`src/rtl/div_ctrl.sv`:
```
// Multi-cycle RV32M divide sequencer (DIV/DIVU/REM/REMU) using a radix-2 restoring divider.
// It stalls the pipeline while it iterates and returns one result per operation to writeback.
module div_ctrl #(
  parameter int XLEN = 32
) (
  input  logic            clk,
  input  logic            rst_n,
  input  logic            start_i,
  input  logic            flush_i,
  input  logic [1:0]      op_i,
  input  logic [XLEN-1:0] dividend_i,
  input  logic [XLEN-1:0] divisor_i,
  input  logic [4:0]      rd_addr_i,
  output logic            busy_o,
  output logic            stall_o,
  output logic            valid_o,
  output logic            rd_wen_o,
  output logic [4:0]      rd_addr_o,
  output logic [XLEN-1:0] result_o
);

  localparam int CW = $clog2(XLEN);
  localparam logic [CW-1:0] LAST_STEP = CW'(XLEN - 1);
  localparam logic [XLEN-1:0] INT_MIN = {1'b1, {(XLEN-1){1'b0}}};

  typedef enum logic [1:0] {IDLE, CALC, DONE} state_t;

  state_t          state_q;
  logic            rem_sel_q;
  logic            neg_quo_q;
  logic            neg_rem_q;
  logic [4:0]      rd_q;
  logic [CW-1:0]   count_q;
  logic [XLEN-1:0] divisor_q;
  logic [XLEN-1:0] quo_q;
  logic [XLEN-1:0] rem_q;
  logic [XLEN-1:0] result_q;
  logic [4:0]      rd_addr_q;

  logic            accept;
  logic            is_signed;
  logic            dvd_neg;
  logic            dsr_neg;
  logic            fast;
  logic [XLEN-1:0] abs_dividend;
  logic [XLEN-1:0] abs_divisor;
  logic [XLEN-1:0] fast_result;
  logic [XLEN:0]   shifted;
  logic [XLEN:0]   trial;
  logic [XLEN-1:0] rem_next;
  logic [XLEN-1:0] quo_next;
  logic [XLEN-1:0] final_result;

  assign accept    = start_i & ~flush_i;
  assign is_signed = ~op_i[0];
  assign dvd_neg   = is_signed & dividend_i[XLEN-1];
  assign dsr_neg   = is_signed & divisor_i[XLEN-1];

  // Zero divisor and INT_MIN / -1 bypass the iteration with architecturally fixed results.
  always_comb begin
    // NOTE: every always_comb output gets a default first so no path can infer a latch.
    fast        = 1'b0;
    fast_result = '0;
    abs_dividend = dvd_neg ? -dividend_i : dividend_i;
    abs_divisor  = dsr_neg ? -divisor_i : divisor_i;
    if (divisor_i == '0) begin
      fast        = 1'b1;
      fast_result = op_i[1] ? dividend_i : '1;
    end else if (is_signed && dividend_i == INT_MIN && divisor_i == '1) begin
      fast        = 1'b1;
      fast_result = op_i[1] ? '0 : INT_MIN;
    end
  end

  // One restoring step: shift the next dividend bit into the partial remainder and try the subtract.
  always_comb begin
    shifted  = {rem_q, quo_q[XLEN-1]};
    trial    = shifted - {1'b0, divisor_q};
    rem_next = trial[XLEN] ? shifted[XLEN-1:0] : trial[XLEN-1:0];
    quo_next = {quo_q[XLEN-2:0], ~trial[XLEN]};
    if (rem_sel_q) final_result = neg_rem_q ? -rem_next : rem_next;
    else           final_result = neg_quo_q ? -quo_next : quo_next;
  end

  // NOTE: datapath registers are reset along with the FSM so outputs read 0 straight out of reset.
  always_ff @(posedge clk or negedge rst_n) begin
    if (!rst_n) begin
      state_q   <= IDLE;
      rem_sel_q <= 1'b0;
      neg_quo_q <= 1'b0;
      neg_rem_q <= 1'b0;
      rd_q      <= '0;
      count_q   <= '0;
      divisor_q <= '0;
      quo_q     <= '0;
      rem_q     <= '0;
      result_q  <= '0;
      rd_addr_q <= '0;
    end else begin
      // NOTE: non-blocking assignments keep every register update reading pre-edge values.
      case (state_q)
        IDLE: begin
          if (accept) begin
            rem_sel_q <= op_i[1];
            neg_quo_q <= dvd_neg ^ dsr_neg;
            neg_rem_q <= dvd_neg;
            rd_q      <= rd_addr_i;
            count_q   <= '0;
            divisor_q <= abs_divisor;
            quo_q     <= abs_dividend;
            rem_q     <= '0;
            if (fast) begin
              result_q  <= fast_result;
              rd_addr_q <= rd_addr_i;
              state_q   <= DONE;
            end else begin
              state_q <= CALC;
            end
          end
        end
        CALC: begin
          if (flush_i) begin
            state_q <= IDLE;
          end else begin
            rem_q   <= rem_next;
            quo_q   <= quo_next;
            count_q <= count_q + 1'b1;
            if (count_q == LAST_STEP) begin
              result_q  <= final_result;
              rd_addr_q <= rd_q;
              state_q   <= DONE;
            end
          end
        end
        DONE:    state_q <= IDLE;
        default: state_q <= IDLE;
      endcase
    end
  end

  // DONE is low on stall so the consumer picks up the result in the same cycle.
  assign busy_o    = (state_q != IDLE);
  assign stall_o   = ((state_q == IDLE) & accept) | (state_q == CALC);
  assign valid_o   = (state_q == DONE) & ~flush_i;
  assign rd_wen_o  = valid_o;
  assign rd_addr_o = rd_addr_q;
  assign result_o  = result_q;

endmodule

```
`config.mk`:
```
export PLATFORM = sky130hd
export DESIGN_NAME = div_ctrl
export DESIGN_NICKNAME = d
export VERILOG_FILES = /design/src/rtl/div_ctrl.sv
export SDC_FILE = /design/constraint.sdc
export NUM_CORES = 1
export LEC_CHECK = 0
export ABC_AREA = 1
export CAP_MARGIN = 10
export CORE_UTILIZATION = 55
export CTS_CLUSTER_DIAMETER = 60
export DETAILED_ROUTE_END_ITERATION = 8
export PLACE_DENSITY = 0.75
export SYNTH_ARGS = -nofsm -noshare
export SYNTH_HDL_FRONTEND = slang
export SYNTH_SLANG_ARGS = --single-unit
```
`constraint.sdc`:
```
create_clock -name clk -period 8.95 [get_ports clk]
set_clock_uncertainty 0.15 [all_clocks]
set_input_delay 1.79 -clock clk [delete_from_list [all_inputs] [get_ports clk]]
set_output_delay 1.79 -clock clk [all_outputs]
set_load 0.02 [all_outputs]
```
# == Word level (Yosys, flattened, before mapping) ==
# Cells that the tools add are included.
# word_totals
mem_bits_ro,0
register_bits,148
output_inout_bits,41
ram_bits,0
latch_bits,0
n_memories,0
in_bits,75
elab_cells,83
# classes
mux,36
n_div,0
magnitude_cmp,0
eq_ne,10
n_mul,0
bitwise_logic,10
addsub,6
reduce_logical,10
shift,0
# ops
op,count
$mux W32,18
$pmux W32 S2,3
$neg A32 Y32,4
$eq A32 B32 Y1 const B,2
$sub A33 B32 Y33,1
$logic_not A32 Y1,1
$mux W5,6
$pmux W5 S2,2
$mux W2,4
$ne A2 B2 Y1 const B,4
$add A5 B1 Y5 const B,1
$and A1 B1 Y1,5
$eq A5 B5 Y1 const B,1
$reduce_and A5 Y1,1
$pmux W2 S2,1
$reduce_and A2 Y1,2
$reduce_bool A2 Y1,2
$ne A3 B3 Y1 const B,1
$not A1 Y1,3
$reduce_and A3 Y1,1
$eq A2 B1 Y1 const B,1
$eq A2 B2 Y1 const B,1
$logic_and A1 B1 Y1,2
$logic_not A2 Y1,1
other kinds (3),4

# == Longest topological paths before layout ==
# Gate-level depths: netlist of run 1.
# logic_depth
word_depth,8
depth_mapped,33
ltp_nobuf,32

# == Worst setup path before layout of run 1 ==
# OpenSTA, ideal clock, no wires.
# synth_path
kind,input port to output port
from,input port start_i
to,output port stall_o
n_path_buf,2
required_ps,7010
path_stages,6
arrival_ps,2669
slack_ps,4341
path_cell_list,inv_1 -> nor2_1 -> nand2_1 -> clkbuf_1 -> clkbuf_1 -> nand2_1
# synth_via
elab_chain_cells,3
# synth_lines
element,line_no,source
start: declaration,8,"input logic start_i,"
$and A1 B1 Y1,54,assign accept = start_i & ~flush_i;
$and A1 B1 Y1,143,assign stall_o = ((state_q == IDLE) & accept) | (state_q == CALC);
$or A1 B1 Y1,143,
end: declaration,15,"output logic stall_o,"
# Every way passes these cells.

# == Worst setup path in the final report of run 1 ==
# layout_path
from,input port divisor_i[1]
to,register result_q[11] (netlist: result_o[11])
# layout_via
elab_chain_cells,7
elab_cells_between_ends,12
cone_classes,eq/ne: 2; mux: 7; reduce/logical: 3
# layout_lines
element,line_no,source
start: declaration,12,"input logic [XLEN-1:0] divisor_i,"
$eq A32 B32 Y1,69,end else if (is_signed && dividend_i == INT_MIN && divisor_i == '1) begin
$logic_and A1 B1 Y1,69,
$mux W32,69,
$mux W32,66,if (divisor_i == '0) begin
$mux W32,112,if (fast) begin
$mux W32,103,if (accept) begin
$pmux W32 S2,101,case (state_q)
end signal: assignment,113,result_q <= fast_result;
end signal: assignment,129,result_q <= final_result;
end: declaration,37,logic [XLEN-1:0] result_q;
# Several ways; a longest one is shown, not always the timed one. The select of a mux whose other input is x is not followed.
# A chain may end at the register's enable or synchronous reset.

==> results of run 1 <==
==> cell families (layout without fill, tap and decap cells) <==
group | count (synthesis) | in the layout | share of synthesized area (%)
simple gates | 1131 | 1131 | 36.6
compound gates | 391 | 391 | 16.3
buf+inv | 371 | 455 | 11.1
flops | 148 | 148 | 28.0
xor+xnor | 62 | 62 | 4.11
fa+ha+maj | 40 | 40 | 3.84
==> state kept, by name, summed over array words and instances, names as in the netlist <==
name and count:
rem_q 32, quo_q 32, rem_sel_q 1, count_q 5
rd_q 5, result_o 32, neg_quo_q 1, rd_addr_o 5
neg_rem_q 1, divisor_q 32, state_q 2
==> through the flow <==
stage / utilization [%] / worst slack [ps] / hold WS (ps) / area [um^2]
after floorplan: - / 4340 / 299 / 13200
after global placement: 61.7 / 3060 / 312 / 14500
after detailed placement: 61.7 / 2840 / 316 / 14500
after CTS: 64.1 / 3310 / 336 / 15100
after global routing: 64.1 / 2970 / 343 / 15100
final: 64.1 / 3380 / 330 / 15100
==> layer usage <==
layer | wire length (um) | global-route usage, % | up-vias
li1 | - | - | 7037
met2 | 18900 | 55.5 | 670
met1 | 19700 | 52.7 | 6559
met3 | 3950 | 4.96 | 52
met5 | 0 | 0 | -
met4 | 872 | 10.0 | 0
==> worst reg2reg max path: stages, from the launching register on <==
cell and delay [ps]:
dfrtp_1 410, ha_1 230, fa_1 420, inv_1 100
nand2_1 50, nand2_1 110, nand3_1 90, nand2_1 130
nand2_1 70, nand2_1 170, nand2_4 110, nand2_4 100
nand2_4 110, nand2_8 230, ha_1 240, nand3_1 130
nor3_1 250, nand3_1 150, nor3_1 370, nand2_1 290
o31ai_1 390, o21ai_0 280, nor2_1 150, nand2_1 60
a31oi_1 190, nand2_1 80, nand2_1 60, nand2_1 50
==> cells in the mapped netlist, types with 2 or more instances <==
cell type	number	area share (%)
nand2_1	671	19
inv_1	281	8.0
nor2_1	197	5.6
o21ai_0	172	6.5
dfrtp_1	148	28
nand3_1	122	4.6
a21oi_1	112	4.2
clkbuf_1	54	1.5
xor2_1	41	2.7
ha_1	39	3.7
nor3_1	35	1.3
o22ai_1	29	1.4
nand2_2	26	1.2
nand4_1	23	1.1
xnor2_1	21	1.4
o211ai_1	16	0.91
a31oi_1	15	0.71
o21ai_1	15	0.57
nor2_2	12	0.57
inv_2	10	0.28
o221ai_1	10	0.66
nor4_1	9	0.43
nand3b_1	8	0.45
buf_2	7	0.27
o31ai_1	6	0.34
buf_1	5	0.14
buf_4	5	0.28
clkinv_1	5	0.14
nand2_4	5	0.43
or2_2	5	0.24
a21o_1	4	0.23
o21bai_1	4	0.23
and2_1	3	0.14
nand3_4	3	0.40
nor2_4	3	0.26
o21ai_2	3	0.20
a211oi_1	2	0.11
and3_1	2	0.095
buf_6	2	0.17
nand2_8	2	0.30
==> power groups by stage <==
stage,Clock (uW),Combinational [uW],Sequential (uW)
after floorplan,0,3580,1210
final,737,4950,1210
after detailed placement,0,4850,1210
after global placement,0,4800,1210
after global routing,766,5520,1240
after CTS,737,4890,1200
==> worst max path at each step <==
stage / start / end / cells after the start / slack [ps]
2_1_floorplan: start_i / stall_o / 6 / 4340
3_3_place_gp: divisor_i[0] / result_o[11] / 22 / 3060
3_5_place_dp: divisor_i[0] / result_o[11] / 22 / 2840
4_1_cts: divisor_i[0] / result_o[11] / 22 / 3310
5_1_grt: divisor_i[1] / result_o[11] / 22 / 2970
6_report: divisor_i[1] / result_o[11] / 22 / 3380
==> layout make-up <==
type	count	area [um^2]	area share [%]
Multi-Input combinational cell	1624	8060	53.4
Sequential cell	148	3700	24.5
Timing Repair Buffer	127	1240	8.23
Inverter	296	1110	7.36
Clock buffer	17	425	2.82
Tap cell	319	399	2.64
Clock inverter	15	156	1.04
==> results.py, run 1 <==
metrics = {
    "yosys": {
        "ys_ff_latch": 148,
        "synthDistinctLibCells": 51,
        "syn_nets": 2258,
        "synth-seq-area-share_pct": 28.0,
        "synth-async-reset-ratio_pct": 100,
        "synth_edf_count": 0,
        "ys.flop_type": "dfrtp_1",
        "syn_avg_cell_area_um2": 6.17,
        "synth_area_um2": 13200,
        "synthCells": 2143,
        "synth_warnings": 0,
    },
    "global_route": {
        "grt_pass1_vias": 13000,
        "grt.overflow.total": 0,
        "grt_first_pass_wirelength_um": 68800,
        "antenna_found_initial": 0,
        "track_usage_pct": 36.1,
        "grt_max_degree": 92,
    },
    "critical_path": {
        "reg2reg_slack_ps": 3680,
        "crit_chain": "clkdlybuf4s50_1 -> inv_1 -> ha_1 -> inv_1 -> nor3_1 -> inv_1 -> nor2_1 -> inv_1 -> nor2_2 -> nand3_1 -> nor3b_2 -> and3_1 -> a21oi_1 -> nand2_1 -> o21ai_0 -> inv_1 -> nand2_2 -> buf_4 -> clkinv_1 -> nand2_1 -> a21oi_1 -> nor2_1",
        "cp_top_family": "simple AND/OR/NAND/NOR gates",
        "cp.arrival_ps": 5760,
        "end_kind": "flop",
        "cp_max_fo": 58,
        "cp_num_buf_inv": 8,
        "crit_type": "in -> reg",
        "cp_common_cell": "inv_1",
        "regToRegEndpoint": "result_o[30]",
        "critical-path-slowest-cell": "and3_1",
        "startpoint_type": "input port",
        "reg2reg_depth": 27,
        "cp_data_required_time_ps": 9130,
        "r2r_start": "divisor_q[0]",
        "critPathMaxStageDelay_ps": 830,
    },
    "clocking": {
        "clkSinkCount": 148,
        "clk_path_buf_depth": 2,
        "cts_buffers": 17,
        "cts-resized-gates": 0,
        "postCtsSetupRepairBufs": 0,
        "tritoncts": "yes",
        "cts_root_buf": "clkbuf_16",
        "cts_hold_buffers": 0,
        "h-tree-depth": 4,
        "path_clk_slew_ps": 80,
        "insertion_delay_ps": 440,
    },
    "worst_hold_path": {
        "holdPathStages": 2,
        "holdPathEnd": "result_o[10]",
        "min_path_type": "reg -> reg",
        "hp-start": "result_o[10]",
    },
    "sta": {
        "finalHoldViolations": 0,
        "final_max_slew_viol_count": 0,
        "max_freq_mhz": 179,
        "finalCritPeriodShare_pct": 62.3,
        "slew_headroom_pct": 34.3,
        "rsz0062_at_grt": "false",
        "final-setup-viol-count": 0,
        "layout_min_cycle_time_ps": 5570,
        "worst_pin_slew_ps": 986,
        "final.setup.tns_ps": 0,
    },
    "routing": {
        "dr.pass1.iters": 6,
        "dr.first_iter.drc_count": 1652,
        "detail_route.wirelength_um": 43400,
        "via_count": 14300,
        "via_per_inst": 5.62,
        "drc": 0,
        "wl_per_cell_um": 17.1,
        "ant_nets": 0,
    },
    "final_layout": {
        "fin_nets": 2329,
        "layout_common_cells": "nand2_1 (668), inv_1 (281), nor2_1 (196)",
        "final_layout_size_suffix_gt1_share_pct": 5.52,
        "diodes": 0,
        "final_common_cell": "nand2_1",
        "fillers": 2312,
        "final_cells": 2546,
        "area_delta_synth_final_pct": 14.2,
    },
    "die": {
        "die_w_um": 157,
        "start_util_pct": 56.1,
        "die-area_um2": 24700,
        "die_y_um": 157,
        "fp-row-count": 56,
        "coreArea_um2": 23500,
        "num_io_pins": 116,
    },
    "power_and_ir_drop": {
        "power_frac_seq_pct": 17.6,
        "p_switching_uw": 4000,
        "leakagePower_uw": 0.00748,
        "peakVddDrop_uv": 235,
        "clkPwrFrac_pct": 10.7,
        "power.density_nw_per_um2": 457,
        "intPower_uw": 2900,
        "switching_share_pct": 58.0,
        "combPwrFrac_pct": 71.8,
        "totalPowerFinal_uw": 6900,
    },
    "status": {
        "outcome": "complete, no violations",
    },
    "placement": {
        "portBuffers": 115,
        "place_congestion": 0.937,
        "hpwl_um": 33100,
        "place_inst": 2514,
    },
    "run": {
        "cap_violations": 0,
    },
}
Power figures use the tool's default switching activity.
==> run 2: changes to the inputs <==
Clock period 8.95 ns to 5.6 ns, I/O delays scaled along.
==> results.py, run 2 (same netlist as run 1, synthesis figures left out) <==
metrics = {
    "status": {
        "outcome": "complete, no violations",
    },
    "final_layout": {
        "diodes": 0,
        "area_delta_synth_final_pct": 14.5,
        "layout_common_cells": "nand2_1 (668), inv_1 (281), nor2_1 (196)",
        "final_layout_size_suffix_gt1_share_pct": 5.61,
        "final_common_cell": "nand2_1",
        "fin_nets": 2331,
        "final_cells": 2548,
    },
    "worst_hold_path": {
        "holdPathStages": 2,
        "min_path_type": "reg -> reg",
        "holdPathEnd": "result_o[27]",
        "hp-start": "result_o[27]",
    },
    "clocking": {
        "clk_path_buf_depth": 2,
        "tritoncts": "yes",
        "clkSinkCount": 148,
        "insertion_delay_ps": 450,
        "cts_buffers": 17,
        "h-tree-depth": 4,
        "postCtsSetupRepairBufs": 0,
        "cts-resized-gates": 0,
        "cts_root_buf": "clkbuf_16",
        "path_clk_slew_ps": 70,
        "cts_hold_buffers": 0,
    },
    "sta": {
        "hold_slack_ps": 327,
        "worst_pin_slew_ps": 1110,
        "finalHoldViolations": 0,
        "rsz0062_at_grt": "false",
        "final_max_slew_viol_count": 0,
        "layout_min_cycle_time_ps": 5100,
        "final-setup-viol-count": 0,
        "final.setup.tns_ps": 0,
        "slew_headroom_pct": 25.2,
        "max_freq_mhz": 196,
        "finalCritPeriodShare_pct": 91.0,
    },
    "placement": {
        "portBuffers": 115,
        "place_inst": 2516,
        "hpwl_um": 33400,
        "place_congestion": 0.950,
    },
    "global_route": {
        "antenna_found_initial": 0,
        "grt_pass1_vias": 12800,
        "track_usage_pct": 36.4,
        "grt.overflow.total": 0,
        "grt_first_pass_wirelength_um": 68800,
        "grt_max_degree": 106,
    },
    "power_and_ir_drop": {
        "combPwrFrac_pct": 71.9,
        "p_switching_uw": 6470,
        "switching_share_pct": 58.4,
        "power.density_nw_per_um2": 732,
        "leakagePower_uw": 0.00750,
        "peakVddDrop_uv": 435,
        "totalPowerFinal_uw": 11100,
        "intPower_uw": 4610,
        "clkPwrFrac_pct": 10.7,
        "power_frac_seq_pct": 17.4,
    },
    "routing": {
        "dr.pass1.iters": 6,
        "ant_nets": 0,
        "detail_route.wirelength_um": 43900,
        "drc": 0,
        "via_count": 14300,
        "dr.first_iter.drc_count": 1660,
        "via_per_inst": 5.61,
        "wl_per_cell_um": 17.2,
    },
    "critical_path": {
        "end_kind": "flop",
        "critPathMaxStageDelay_ps": 420,
        "reg2reg_slack_ps": 500,
        "cp.arrival_ps": 5280,
        "startpoint_type": "flop",
        "r2r_start": "divisor_q[0]",
        "regToRegEndpoint": "result_o[26]",
        "cp_data_required_time_ps": 5780,
        "reg2reg_depth": 27,
        "cp_max_fo": 28,
        "crit_type": "reg -> reg",
        "cp_common_cell": "nand2_1",
        "critical-path-slowest-cell": "fa_1",
    },
    "die": {
        "num_io_pins": 116,
        "start_util_pct": 56.1,
        "die_w_um": 157,
        "fp-row-count": 56,
        "coreArea_um2": 23500,
        "die-area_um2": 24700,
        "die_y_um": 157,
    },
    "run": {
        "cap_violations": 0,
    },
}
run 2: cell count changes in the layout (fill, tap and decap cells not counted), sizes merged:
cell | previous run | this run
bufinv | 1 | 0
inv | 301 | 300
clkinvlp | 2 | 0
buf | 13 | 15
clkbuf | 17 | 18
clkinv | 7 | 10
run 2: area by class of cell:
class / instances / area (um^2)
clock inverters: 14 / 158
flip-flops and latches: 148 / 3700
clock buffers: 18 / 439
repair buffers: 129 / 1260
well taps: 319 / 399
inverters: 296 / 1110
multi-input cells: 1624 / 8060
fillers: 2330 / 8410
run 2: worst max-delay path, delay by kind of cell, from the launching register on:
family / cells / cell delay (ps)
buffers and inverters: 1 / 100
adder cells (fa/ha/maj): 3 / 890
flip-flops: 1 / 390
AO/OA/AOI/OAI: 4 / 860
AND/OR/NAND/NOR: 19 / 2600
run 2: worst max-delay path by stage:
stage	start	end	slack, ps	depth (start not counted)
after CTS	divisor_q[0]	result_o[26]	610	27
final	divisor_q[0]	result_o[26]	500	27
after global placement	dividend_i[0]	result_o[13]	820	20
after floorplan	divisor_q[0]	result_o[30]	1370	28
after global routing	quo_q[31]	result_o[26]	60	28
after detailed placement	divisor_q[0]	result_o[30]	720	27
run 2: power by group through the flow:
stage               clock [uW]  sequential [uW]  combinational (uW)
CTS                       1190             1920                7840
floorplan                    0             1940                5720
global route              1220             1980                8870
detailed placement           0             1930                7790
global placement             0             1920                7710
finish                    1190             1930                7960
run 2: metal layers:
metal	GRT usage, %	up-vias	wire length, um
met4	12.2	2	1230
met3	7.32	81	4030
met2	54.8	662	18900
met1	51.8	6493	19700
li1	-	7058	-
met5	1.45	-	45
run 2: per-stage QoR:
step           setup WS [ps]  instance area, um^2  util [%]
3_5_place_dp             715                14500      61.7
4_1_cts                  605                15100      64.3
5_1_grt                 64.4                15100      64.3
3_3_place_gp             824                14500      61.7
6_report                 502                15100      64.3
2_1_floorplan           1370                13200         -
